### config.mk
export PLATFORM = sky130hd
export DESIGN_NAME = fmc_dvidp_cfg_seq
export DESIGN_NICKNAME = d
export VERILOG_FILES = /design/src/rtl/fmc_dvidp_cfg_pkg.sv /design/src/rtl/cfg_timer.sv /design/src/rtl/fmc_dvidp_cfg_seq.sv
export SDC_FILE = /design/constraint.sdc
export NUM_CORES = 1
export LEC_CHECK = 0
export CAP_MARGIN = 20
export CORE_MARGIN = 1.5
export CORE_UTILIZATION = 44
export DETAILED_ROUTE_END_ITERATION = 6
export GPL_ROUTABILITY_DRIVEN = 0
export PLACE_DENSITY_LB_ADDON = 0.12
export SLEW_MARGIN = 20
export SYNTH_ARGS = -nofsm -noshare
export SYNTH_HDL_FRONTEND = slang
export SYNTH_SLANG_ARGS = --single-unit
### constraint.sdc
create_clock -name clk -period 2 [get_ports clk]
set_input_delay 0.2 -clock clk [delete_from_list [all_inputs] [get_ports clk]]
set_output_delay 0.2 -clock clk [all_outputs]
set_load 0.005 [all_outputs]
### src/rtl/fmc_dvidp_cfg_pkg.sv
// ============================================================================
//  Module   : fmc_dvidp_cfg_pkg
//  Brief    : Shared constants and state encoding for the FMC DVI/DP config sequencer.
//  Revision : 1.0
// ============================================================================
`default_nettype none

package fmc_dvidp_cfg_pkg;

   localparam int STATE_W = 3;

   localparam logic [STATE_W-1:0] ST_POR      = 3'd0;
   localparam logic [STATE_W-1:0] ST_FETCH    = 3'd1;
   localparam logic [STATE_W-1:0] ST_FWAIT    = 3'd2;
   localparam logic [STATE_W-1:0] ST_ISSUE    = 3'd3;
   localparam logic [STATE_W-1:0] ST_WAIT_RSP = 3'd4;
   localparam logic [STATE_W-1:0] ST_DONE     = 3'd5;
   localparam logic [STATE_W-1:0] ST_ERROR    = 3'd6;

   typedef enum logic [STATE_W-1:0] {
      S_POR      = ST_POR,
      S_FETCH    = ST_FETCH,
      S_FWAIT    = ST_FWAIT,
      S_ISSUE    = ST_ISSUE,
      S_WAIT_RSP = ST_WAIT_RSP,
      S_DONE     = ST_DONE,
      S_ERROR    = ST_ERROR
   } state_t;

   // Table entry layout: {dev[22:16], reg[15:8], data[7:0]}
   localparam int DEV_MSB = 22;
   localparam int DEV_LSB = 16;
   localparam int REG_LSB = 8;

   localparam logic [6:0] END_DEV = 7'h7F;

   function automatic int max2(input int a, input int b);
      return (a > b) ? a : b;
   endfunction

   // Never returns a zero width, so degenerate parameters still elaborate.
   function automatic int clog2_min1(input int v);
      return max2(1, $clog2(v));
   endfunction

endpackage

`default_nettype wire

### src/rtl/cfg_timer.sv
// ============================================================================
//  Module   : cfg_timer
//  Brief    : Loadable down-counter that stops at zero and flags it.
//  Revision : 1.0
// ============================================================================
`default_nettype none

module cfg_timer #(
   parameter int               WIDTH   = 8,
   parameter logic [WIDTH-1:0] RST_VAL = '0
) (
   input  logic             clk,
   input  logic             reset,
   input  logic             load,
   input  logic [WIDTH-1:0] load_val,
   output logic             zero
);

   localparam logic [WIDTH-1:0] ONE = WIDTH'(1);

   logic [WIDTH-1:0] r_cnt;

   always_ff @(posedge clk) begin
      if (reset) begin
         r_cnt <= RST_VAL;
      end else if (load) begin
         r_cnt <= load_val;
      end else if (r_cnt != '0) begin
         r_cnt <= r_cnt - ONE;
      end
   end

   assign zero = (r_cnt == '0);

endmodule

`default_nettype wire

### src/rtl/fmc_dvidp_cfg_seq.sv
// ============================================================================
//  Module   : fmc_dvidp_cfg_seq
//  Brief    : Power-on I2C register-table sequencer with per-entry retry.
//  Revision : 1.0
// ============================================================================
`default_nettype none

module fmc_dvidp_cfg_seq
   import fmc_dvidp_cfg_pkg::*;
#(
   parameter int CNT_W     = 8,
   parameter int TBL_AW    = 5,
   parameter int POR_DLY   = 200,
   parameter int RSP_TMO   = 1024,
   parameter int RETRY_MAX = 3
) (
   input  logic              clk,
   input  logic              reset,
   input  logic              start,
   output logic [TBL_AW-1:0] tbl_addr,
   input  logic [22:0]       tbl_data,
   output logic              cmd_valid,
   input  logic              cmd_ready,
   output logic [6:0]        cmd_dev,
   output logic [7:0]        cmd_reg,
   output logic [7:0]        cmd_data,
   input  logic              rsp_valid,
   input  logic              rsp_nack,
   output logic              busy,
   output logic              done,
   output logic              error,
   output logic [CNT_W-1:0]  count
);

   localparam int TMR_W = clog2_min1(max2(POR_DLY, RSP_TMO));
   localparam int RTY_W = clog2_min1(RETRY_MAX + 1);

   localparam logic [TMR_W-1:0]  POR_LOAD = TMR_W'(POR_DLY - 1);
   localparam logic [TMR_W-1:0]  TMO_LOAD = TMR_W'(RSP_TMO - 1);
   localparam logic [RTY_W-1:0]  RTY_LIM  = RTY_W'(RETRY_MAX);
   localparam logic [RTY_W-1:0]  RTY_ONE  = RTY_W'(1);
   localparam logic [TBL_AW-1:0] IDX_LAST = '1;
   localparam logic [TBL_AW-1:0] IDX_ONE  = TBL_AW'(1);
   localparam logic [CNT_W-1:0]  CNT_MAX  = '1;
   localparam logic [CNT_W-1:0]  CNT_ONE  = CNT_W'(1);

   state_t            r_state;
   logic [TBL_AW-1:0] r_index;
   logic [RTY_W-1:0]  r_retries;
   logic [CNT_W-1:0]  r_count;
   logic              r_cmd_valid;
   logic [6:0]        r_cmd_dev;
   logic [7:0]        r_cmd_reg;
   logic [7:0]        r_cmd_data;
   logic              r_busy;
   logic              r_done;
   logic              r_error;

   logic              w_tmr_load;
   logic [TMR_W-1:0]  w_tmr_val;
   logic              w_tmr_zero;
   logic              w_ack;
   logic              w_fail;

   // One timer serves both the power-on delay and the response timeout.
   cfg_timer #(
      .WIDTH   (TMR_W),
      .RST_VAL (POR_LOAD)
   ) u_timer (
      .clk      (clk),
      .reset    (reset),
      .load     (w_tmr_load),
      .load_val (w_tmr_val),
      .zero     (w_tmr_zero)
   );

   assign w_ack  = rsp_valid && !rsp_nack;
   assign w_fail = (rsp_valid && rsp_nack) || (!rsp_valid && w_tmr_zero);

   always_comb begin
      w_tmr_load = 1'b0;
      w_tmr_val  = TMO_LOAD;
      case (r_state)
         S_ISSUE: begin
            if (r_cmd_valid && cmd_ready) begin
               w_tmr_load = 1'b1;
            end
         end
         S_DONE, S_ERROR: begin
            if (start) begin
               w_tmr_load = 1'b1;
               w_tmr_val  = POR_LOAD;
            end
         end
         default: begin
         end
      endcase
   end

   always_ff @(posedge clk) begin
      if (reset) begin
         r_state     <= S_POR;
         r_index     <= '0;
         r_retries   <= '0;
         r_count     <= '0;
         r_cmd_valid <= 1'b0;
         r_cmd_dev   <= '0;
         r_cmd_reg   <= '0;
         r_cmd_data  <= '0;
         r_busy      <= 1'b1;
         r_done      <= 1'b0;
         r_error     <= 1'b0;
      end else begin
         case (r_state)
            S_POR: begin
               if (w_tmr_zero) begin
                  r_state <= S_FETCH;
                  r_index <= '0;
               end
            end
            S_FETCH: begin
               r_state <= S_FWAIT;
            end
            S_FWAIT: begin
               r_cmd_dev  <= tbl_data[DEV_MSB:DEV_LSB];
               r_cmd_reg  <= tbl_data[DEV_LSB-1:REG_LSB];
               r_cmd_data <= tbl_data[REG_LSB-1:0];
               if (tbl_data[DEV_MSB:DEV_LSB] == END_DEV) begin
                  r_state <= S_DONE;
                  r_busy  <= 1'b0;
                  r_done  <= 1'b1;
               end else begin
                  r_state     <= S_ISSUE;
                  r_cmd_valid <= 1'b1;
               end
            end
            S_ISSUE: begin
               if (cmd_ready) begin
                  r_cmd_valid <= 1'b0;
                  r_state     <= S_WAIT_RSP;
               end
            end
            S_WAIT_RSP: begin
               if (w_ack) begin
                  if (r_count != CNT_MAX) begin
                     r_count <= r_count + CNT_ONE;
                  end
                  r_retries <= '0;
                  if (r_index == IDX_LAST) begin
                     r_state <= S_DONE;
                     r_busy  <= 1'b0;
                     r_done  <= 1'b1;
                  end else begin
                     r_index <= r_index + IDX_ONE;
                     r_state <= S_FETCH;
                  end
               end else if (w_fail) begin
                  // Retry reuses the captured command registers unchanged.
                  if (r_retries < RTY_LIM) begin
                     r_retries   <= r_retries + RTY_ONE;
                     r_cmd_valid <= 1'b1;
                     r_state     <= S_ISSUE;
                  end else begin
                     r_state <= S_ERROR;
                     r_busy  <= 1'b0;
                     r_error <= 1'b1;
                  end
               end
            end
            S_DONE, S_ERROR: begin
               if (start) begin
                  r_state   <= S_POR;
                  r_done    <= 1'b0;
                  r_error   <= 1'b0;
                  r_count   <= '0;
                  r_index   <= '0;
                  r_retries <= '0;
                  r_busy    <= 1'b1;
               end
            end
            default: begin
               r_state <= S_POR;
            end
         endcase
      end
   end

   assign tbl_addr  = r_index;
   assign cmd_valid = r_cmd_valid;
   assign cmd_dev   = r_cmd_dev;
   assign cmd_reg   = r_cmd_reg;
   assign cmd_data  = r_cmd_data;
   assign busy      = r_busy;
   assign done      = r_done;
   assign error     = r_error;
   assign count     = r_count;

endmodule

`default_nettype wire

Word-level counts from Yosys, hierarchy flattened
Index checks and enable logic that the tools add are counted.

Register bits after elaboration: 55. Input bits: 29. Output and inout port bits: 40. Word-level logic and storage cells: 119.

$add $sub $neg: 4. Order comparisons: 1. Equal/unequal tests: 26. Multiplexer cells: 52. Reduce and logical (&&, ||, !) cells: 24.

Operators with widths (number): $mux W10 (4); $ne A2 B2 Y1 const B (13); $mux W3 (8); $mux W8 (3); $mux W1 (20); $mux W5 (4); $pmux W3 S6 (1); $pmux W8 S2 (1); $pmux W5 S3 (1); $reduce_and A5 Y1 (3); $ne A3 B3 Y1 const B (4); $reduce_and A4 Y1 (3); $reduce_and A6 Y1 (2); $logic_not A10 Y1 (1); $reduce_bool A10 Y1 (1); $sub A10 B1 Y10 const B (1); $eq A3 B3 Y1 const B (3); $pmux W1 S3 (3); $reduce_bool A3 Y1 (3); $add A8 B1 Y8 const B (1); $mux W2 (4); $ne A8 B8 Y1 const B (1); $eq A7 B7 Y1 const B (1); $eq A3 B2 Y1 const B (2); other kinds (13) (19).

Depth between registers and ports, before layout
Gate-level depths: netlist of run 1.

Word-level depth: 6. Gate-level depth with buffers: 7.

Hierarchy
From an unflattened synthesis of run 1, not the netlist that was laid out.

Cells, all modules: 347. Area, all modules: 2750.1 um^2.

Modules (own cells, without submodules): fmc_dvidp_cfg_seq (instances 1, cells each 285, area each 2195.9 um^2, seq. area each 900.9 um^2); cfg_timer (instances 1, cells each 62, area each 554.3 um^2, seq. area each 200.2 um^2).

Least setup slack after synthesis of run 1
No wires, ideal clock.

Kind: register to register. From: register u_timer.r_cnt[0]. To: register r_state[2]. Arrival: 1903 ps. Slack: -23 ps. Stages on the path, launching flop included: 8. Buffers on the path: 1. Cells stage by stage: dfxtp_1 inv_1 ha_1 nor4b_1 nand3_1 buf_2 o31a_1 o31a_1.

Longest elaborated chain between the ends: 5.

Ends and longest elaborated chain: start, declared (line cfg_timer.sv:21) `logic [WIDTH-1:0] r_cnt;`; start signal, assigned (line cfg_timer.sv:27) `r_cnt <= load_val;`; start signal, assigned (line cfg_timer.sv:29) `r_cnt <= r_cnt - ONE;`; $logic_not A10 Y1 * (line cfg_timer.sv:33) `assign zero = (r_cnt == '0);`; $logic_and A1 B1 Y1 (line fmc_dvidp_cfg_seq.sv:78) `assign w_fail = (rsp_valid && rsp_nack) || (!rsp_valid && w_tmr_zero);`; $logic_or A1 B1 Y1 (line fmc_dvidp_cfg_seq.sv:78); $ne A3 B3 Y1 (no line); $reduce_and A4 Y1 (no line) *; end signal, assigned (line fmc_dvidp_cfg_seq.sv:102) `r_state <= S_POR;`; end signal, assigned (line fmc_dvidp_cfg_seq.sv:117) `r_state <= S_FETCH;`; end signal, assigned (line fmc_dvidp_cfg_seq.sv:122) `r_state <= S_FWAIT;`; end, declared (line fmc_dvidp_cfg_seq.sv:47) `state_t r_state;`.

Mark *: on every way between the ends. The rest lies on a longest branch, timed or not. A chain may end at the register's enable or synchronous reset.

Worst setup path after layout of run 1
From: register r_index[0] (netlist: tbl_addr[0]). To: register r_index[3] (netlist: tbl_addr[3]).

Longest elaborated chain between the ends: 4.

Ends and longest elaborated chain: start, declared (line fmc_dvidp_cfg_seq.sv:48) `logic [TBL_AW-1:0] r_index;`; start signal, assigned (line fmc_dvidp_cfg_seq.sv:154) `r_index <= r_index + IDX_ONE;`; $add A5 B1 Y5 (line fmc_dvidp_cfg_seq.sv:154); $mux W5 (line fmc_dvidp_cfg_seq.sv:149) `if (r_index == IDX_LAST) begin`; $mux W5 (line fmc_dvidp_cfg_seq.sv:144) `if (w_ack) begin`; $pmux W5 S3 (line fmc_dvidp_cfg_seq.sv:114) `case (r_state)`.

Parallel ways exist; a longest one is shown, timed or not. The select of a mux whose other input is x is not followed.

==> results of run 1 <==
-- worst max-delay path by stage --
| stage | start | end | slack [ns] |
|---|---|---|---|
| 6_report | tbl_addr[0] | tbl_addr[3] | 0.1 |
| 5_1_grt | tbl_addr[0] | tbl_addr[3] | 0.02 |
| 4_1_cts | u_timer.r_cnt[0] | u_timer.r_cnt[8] | 0.04 |
| 3_5_place_dp | u_timer.r_cnt[0] | cmd_valid | 0.002 |
| 3_3_place_gp | u_timer.r_cnt[0] | cmd_valid | 0.08 |
| 2_1_floorplan | tbl_addr[0] | tbl_addr[3] | 0.02 |
-- worst max-delay path, stage by stage (launching register included) --
cell	delay, ns
dfxtp_1	0.33
ha_2	0.19
and3_1	0.19
ha_2	0.19
or3_4	0.38
or4_1	0.47
o21ai_1	0.09
-- routing by layer --
layer	vias up	wire, um
li1	1394	-
met2	56	3400
met1	1307	3430
met3	5	288
met5	-	0
met4	0	71
-- metrics by stage --
step	std cells	instance area (um2)	total power, mW	setup WS, ns
after CTS	498	3740	3.00	0.0377
final	498	3770	2.99	0.0992
after global routing	498	3770	3.16	0.0193
after floorplan	345	2760	1.88	0.0183
after global placement	490	3630	2.33	0.0815
after detailed placement	490	3630	2.34	0.00150
-- power groups by stage --
stage	clock network (mW)	registers, mW	logic (mW)
after floorplan	0	1.32	0.564
after global placement	0	1.33	1.00
after detailed placement	0	1.33	1.01
after CTS	0.682	1.31	1.01
after global routing	0.715	1.33	1.12
final	0.667	1.31	1.01
-- repair_timing --
| item | CTS | global route |
|---|---|---|
| cloned | 0 | 0 |
| resized for setup | 1 | 7 |
| endpoints found under the setup margin | 2 | 8 |
-- cell usage in the layout (no fill, tap or decap), drive strengths merged, types with 8 or more instances in the layout --
cell type      count
a21oi             42
buf               27
clkdlybuf4s50     68
dfxtp             55
inv               11
nand2             73
nand3             10
nor2              11
o2111ai            8
o21ai              8
-- logic make-up (layout without fill, tap and decap cells) --
group	after synthesis	count (layout)	share of synthesized area [%]
buffers and inverters	36	114	5.63
adder cells (fa/ha/maj)	6	6	2.72
AO/OA/AOI/OAI	97	97	23.6
flip-flops	55	55	40.0
AND/OR/NAND/NOR	143	143	25.3
multiplexers	5	5	1.82
XOR/XNOR	3	3	0.954
-- cell type report --
| cell class | instances | area (um2) | area share, % |
|---|---|---|---|
| repair buffers | 95 | 883 | 23.4 |
| clock buffers | 6 | 82.6 | 2.19 |
| inverters | 11 | 41.3 | 1.09 |
| well taps | 75 | 93.8 | 2.49 |
| clock inverters | 2 | 16.3 | 0.431 |
| multi-input cells | 254 | 1550 | 41.2 |
| flip-flops and latches | 55 | 1100 | 29.2 |
==> metrics.md, run 1 <==
| Metric | Value |
|---|---|
| Share of the synthesized area in the top cell type | `40.0%` |
| Layer with the highest usage | `met2` |
| Clk_skew | `0.0130 ns` |
| Area Overhead vs Synth | `36.9%` |
| Outcome | `finished clean` |
| WS Path Type | `register to register` |
| Drt pass-1 iters | `4` |
| Hold-fix buffers, CTS | `0` |
| Drt via density | `5.55` |
| Worst-Margin Slew | `0.488 ns` |
| Reg2Reg Capture Point | `tbl_addr[3]` |
| Max frequency | `526 MHz` |
| Routed wire length | `7190 um` |
| Die width | `82.1 um` |
| Lkg Pwr | `1.35 nW` |
| Crit path DAT | `2.15 ns` |
| Crit share post-route | `95.0%` |
| Seq/Total Area, Yosys | `40.0%` |
| Largest net degree at the start of global routing | `26` |
| Starting density of the core | `46.0%` |
| Worst slew margin | `67.4%` |
| Num Clock Sinks | `55` |
| Primary FF master, synth | `dfxtp_1` |
| H-tree levels | `2` |
| Max Slew Vio Count | `0` |
| Routed length per instance | `14.4 um` |
| Met1 usage | `30.3%` |
| Via Count | `2762` |
| CTS tree | `done` |
| CTS root buf | `clkbuf_8` |
| Sequential share of power | `43.8%` |
| Post-CTS setup buffers | `0` |
| Hold Path Origin | `tbl_data[4]` |
| Maximum clock insertion buffer count | `2` |
| Fin util | `63.0%` |
| GR Util met2 | `34.2%` |
| Synth area leaders | `dfxtp_1, nand2_1, a21oi_1` |
| Gate Count Post-Synth | `345` |
| Mapped Nets | `380` |
| Post-synthesis async set-or-reset flop share | `0%` |
| Critical Path RT | `2.25 ns` |
| Largest area contributor in the netlist | `dfxtp_1` |
| Critical path launch point type | `register` |
| Remaining routing DRC violations | `0` |
| Row count | `28` |
| Number of synthesis warnings | `0` |
| Skew-Pair Late Insertion Delay | `0.32 ns` |
| Clock Power Share | `22.3%` |
| TNS Setup | `0 ns` |
| GRT Total Usage | `21.6%` |
| Reg-to-reg slack, setup | `0.1 ns` |
| Worst R2R Path Depth | `6` |
| Post-route ant nets | `0` |
| Post-DP HPWL | `5200 um` |
| Unrepaired setup endpoints after global routing | `false` |
| First-pass GRT wire length | `11300 um` |
| Cell with the most instances after synthesis | `nand2_1` |
| FILL cells | `542` |
| Worst min path class | `input port to register` |
| Ant. Diodes | `0` |
| Logic gate share of total power | `33.9%` |
| Hold Slack | `0.414 ns` |
| GR Overflow Total | `0` |
| Ports | `69` |
| Reg2reg start | `tbl_addr[0]` |
| Crit-path max FO | `3` |
| Die Y | `82.1 um` |
| Most flops, register | `u_timer.r_cnt` |
| Clock slew at reported path FFs | `0.11 ns` |
| Core area | `5990 um2` |
| Internal power | `2.01 mW` |
| Switching share of power | `32.7%` |
| Initial antenna violation count | `0` |
| Max reg flops | `10` |
| Worst Hold End | `cmd_data[4]` |
| Number of distinct library cells after synthesis | `57` |
| DRT iter0 DRCs | `198` |
| Layout cell share with drive strength beyond 1 | `11.8%` |
| Post-layout net count | `457` |
| DIE AREA | `6750 um2` |
| Final Hold Fails | `0` |
| Max-Cap Viols | `0` |
| TritonCTS Buffers | `5` |
| Flops & latches, synth | `55` |
| Port buffer count | `68` |
| Minimum clock period | `1.90 ns` |
| Global routing met3 resource utilization | `3.41%` |
| Vias in the first global route | `2444` |
| Avg Cell Area, Syn | `7.99 um2` |
| Post-Syn Area | `2760 um2` |
| PD cells | `792 nW/um2` |
| EDFF count, synth | `0` |
| Leading cell types by count after synthesis | `nand2_1, dfxtp_1, a21oi_1` |
| Sw Pwr | `976 uW` |
| Setup violations, final | `0` |
| Hold depth | `3` |
| CP endpoint kind | `register` |
| VDD IR-drop max | `431 uV` |
Power figures use the tool's default switching activity.
==> run 2, diff against run 1 <==
- CORE_MARGIN: 1.5 -> 2
- SKIP_LAST_GASP: unset -> 1
==> run 2 against run 1 <==
Effect of this change: setup slack lost 0.041 ns; final cell count rose by 0.20%; final area grew 0.33%; power down 1.9%; register-to-register slack lost 0.04 ns; routed wire length barely moved; core utilization grew 0.21 points; count of clock-buffer cells in the layout fell by 1; clock skew down 0.0055 ns; sequential share of layout area shrank 0.096 points.
==> metrics.md, run 2 (same netlist as run 1, synthesis figures left out) <==
| Metric | Value |
|---|---|
| Setup violations, final | `0 (unchanged)` |
| First-pass GRT wire length | `12100 um (+7.3%)` |
| Vias in the first global route | `2615 (+7.0%)` |
| Total power | `2.93 mW (-1.9%)` |
| Reg-to-reg slack, setup | `0.06 ns (-0.04 ns)` |
| Post-CTS resize count | `1 (unchanged)` |
| Multi-input logic area | `1570 um2 (+1.3%)` |
| Minimum clock period | `1.94 ns (+0.0412 ns)` |
| TritonCTS Buffers | `5 (unchanged)` |
| GR Util met2 | `33.4% (-0.75 points)` |
| Max-Cap Viols | `0 (unchanged)` |
| Drt via density | `5.49 (-1.0%)` |
| Met1 usage | `28.6% (-1.7 points)` |
| PD cells | `775 nW/um2 (-2.2%)` |
| Commonest non-fill, non-tap cell in the layout | `nand2_1` |
| Drt pass-1 iters | `6 (+2)` |
| Sw Pwr | `960 uW (-1.7%)` |
| Skew-Pair Late Insertion Delay | `0.31 ns (about the same)` |
| CTS tree | `done` |
| Logic gate share of total power | `34.6% (+0.7 points)` |
| VDD IR-drop max | `489 uV (+13%)` |
| Reg2reg start | `tbl_addr[0]` |
| DP Worst Slack | `0.0101 ns (+0.00857 ns)` |
| GR Overflow Total | `0 (unchanged)` |
| Sequential share of power | `44.6% (+0.8 points)` |
| Commonest cells after routing, fill and taps aside | `nand2_1, clkdlybuf4s50_1, dfxtp_1` |
| Port buffer count | `68 (unchanged)` |
| DRT iter0 DRCs | `170 (-14%)` |
| Routed wire length | `7190 um (about the same)` |
| Clk_skew | `0.00755 ns (-0.00549 ns)` |
| Area Overhead vs Synth | `37.4%` |
| Reg2Reg Capture Point | `tbl_addr[3]` |
| Initial antenna violation count | `0 (unchanged)` |
| Lkg Pwr | `1.37 nW (+1.6%)` |
| Worst-Margin Slew | `0.442 ns (-0.0462 ns)` |
| Switching share of power | `32.7% (+0.081 points)` |
| Maximum clock insertion buffer count | `2 (unchanged)` |
| Post-DP HPWL | `5210 um (+0.28%)` |
| GRT Total Usage | `20.9% (-0.73 points)` |
| Max reg flops | `10 (unchanged)` |
| WS Path Type | `register to register` |
| Starting density of the core | `46.0% (unchanged)` |
| Internal power | `1.97 mW (-2.0%)` |
| Worst slew margin | `70.3% (+2.9 points)` |
| Clock slew at reported path FFs | `0.10 ns (about the same)` |
| Row count | `28 (unchanged)` |
| Die Y | `83.1 um (+1.2%)` |
| Remaining routing DRC violations | `0 (unchanged)` |
| DIE AREA | `6910 um2 (+2.4%)` |
| Unrepaired setup endpoints after global routing | `false` |
| Critical Path RT | `2.25 ns (about the same)` |
| CP endpoint kind | `register` |
| Reg area | `1100 um2 (unchanged)` |
| Crit-path max FO | `3 (unchanged)` |
| Post-route ant nets | `0 (unchanged)` |
| Critical Path Sink | `tbl_addr[3]` |
| Max frequency | `515 MHz (-2.1%)` |
| Ant. Diodes | `0 (unchanged)` |
| Ports | `69 (unchanged)` |
| Num Clock Sinks | `55 (unchanged)` |
| Routed length per instance | `14.4 um (-0.23%)` |
| WP depth | `6 (unchanged)` |
| Post-CTS setup buffers | `0 (unchanged)` |
| Layer with the highest usage | `met2` |
| H-tree levels | `2 (unchanged)` |
| Hold Slack | `0.423 ns (+0.00886 ns)` |
| Worst-path cell chain | `ha_2 -> and3_1 -> ha_1 -> or3_4 -> or4_1 -> o21ai_1` |
| Layout cell share with drive strength beyond 1 | `11.8% (-0.028 points)` |
| Crit path DAT | `2.19 ns (+0.04 ns)` |
| Worst min path class | `input port to register` |
| Global routing met3 resource utilization | `3.68% (+0.27 points)` |
| Most flops, register | `u_timer.r_cnt` |
| Max Slew Vio Count | `0 (unchanged)` |
| Clock Power Share | `20.8% (-1.5 points)` |
| Design Area, Final | `3780 um2 (+0.33%)` |
| Crit path from | `tbl_addr[0]` |
| Post-layout net count | `458 (+0.22%)` |
| CP delay by family, top | `simple AND/OR/NAND/NOR gates` |
| Final Hold Fails | `0 (unchanged)` |
| Placed Area | `3640 um2 (+0.21%)` |
| Outcome | `finished clean` |
| Via Count | `2740 (-0.80%)` |
| Critical path launch point type | `register` |
| Die width | `83.1 um (+1.2%)` |
| Worst R2R Path Depth | `6 (unchanged)` |
| WP buf/inv | `0 (unchanged)` |
| Crit share post-route | `97.1% (+2.1 points)` |
| Post-route setup slack | `0.0580 ns (-0.0412 ns)` |
| Core area | `5990 um2 (unchanged)` |
| Max incr delay on CP | `0.46 ns (about the same)` |
| Hold-fix buffers, CTS | `0 (unchanged)` |
| CTS root buf | `clkbuf_8` |
| FILL cells | `521 (-3.9%)` |
| Crit-path slowest cell | `or4_1` |
| Largest net degree at the start of global routing | `24 (-7.7%)` |
run 2: through the flow:
step | instances | util, % | setup TNS (ns)
after CTS | 499 | 62.3 | -0.00593
after global placement | 491 | 60.8 | 0
after detailed placement | 491 | 60.8 | 0
after global routing | 499 | 63.2 | 0
final | 499 | 63.2 | 0
after floorplan | 345 | - | 0
run 2: area by class of cell:
class                   count  area share (%)
inverters                  11            1.09
flip-flops and latches     55            29.1
well taps                  75            2.48
repair buffers             96            23.5
clock buffers               5            1.82
multi-input cells         254            41.6
clock inverters             3           0.397
run 2: worst min-delay path by stage:
| stage | start | to | cells after the start |
|---|---|---|---|
| CTS | tbl_data[13] | cmd_reg[5] | 3 |
| floorplan | tbl_data[0] | cmd_data[0] | 2 |
| global placement | cmd_reg[0] | cmd_reg[0] | 2 |
| detailed placement | cmd_dev[3] | cmd_dev[3] | 2 |
| global route | tbl_data[12] | cmd_reg[4] | 3 |
| finish | tbl_data[7] | cmd_data[7] | 3 |
run 2: power by group through the flow:
stage | clock (mW) | sequential, mW | combinational (mW)
3_5_place_dp | 0 | 1.33 | 1.01
2_1_floorplan | 0 | 1.32 | 0.564
3_3_place_gp | 0 | 1.33 | 1.01
4_1_cts | 0.625 | 1.31 | 1.02
6_report | 0.610 | 1.31 | 1.01
5_1_grt | 0.679 | 1.33 | 1.13
run 2: routing by layer:
| layer | wire length (um) | up-vias |
|---|---|---|
| li1 | - | 1400 |
| met1 | 3320 | 1267 |
| met2 | 3480 | 66 |
| met3 | 333 | 7 |
| met4 | 59 | 0 |
| met5 | 0 | - |
run 2: worst register-to-register path: stages (launching register included):
cell	delay (ns)
dfxtp_1	0.33
ha_2	0.19
and3_1	0.20
ha_1	0.22
or3_4	0.40
or4_1	0.46
o21ai_1	0.08
==> run 3, diff against run 2 <==
- CTS_CLUSTER_SIZE: unset -> 20
- HOLD_SLACK_MARGIN: unset -> 0.1
==> results of run 3 <==
No change in the layout: final DEF, timing and power equal those of run 2.
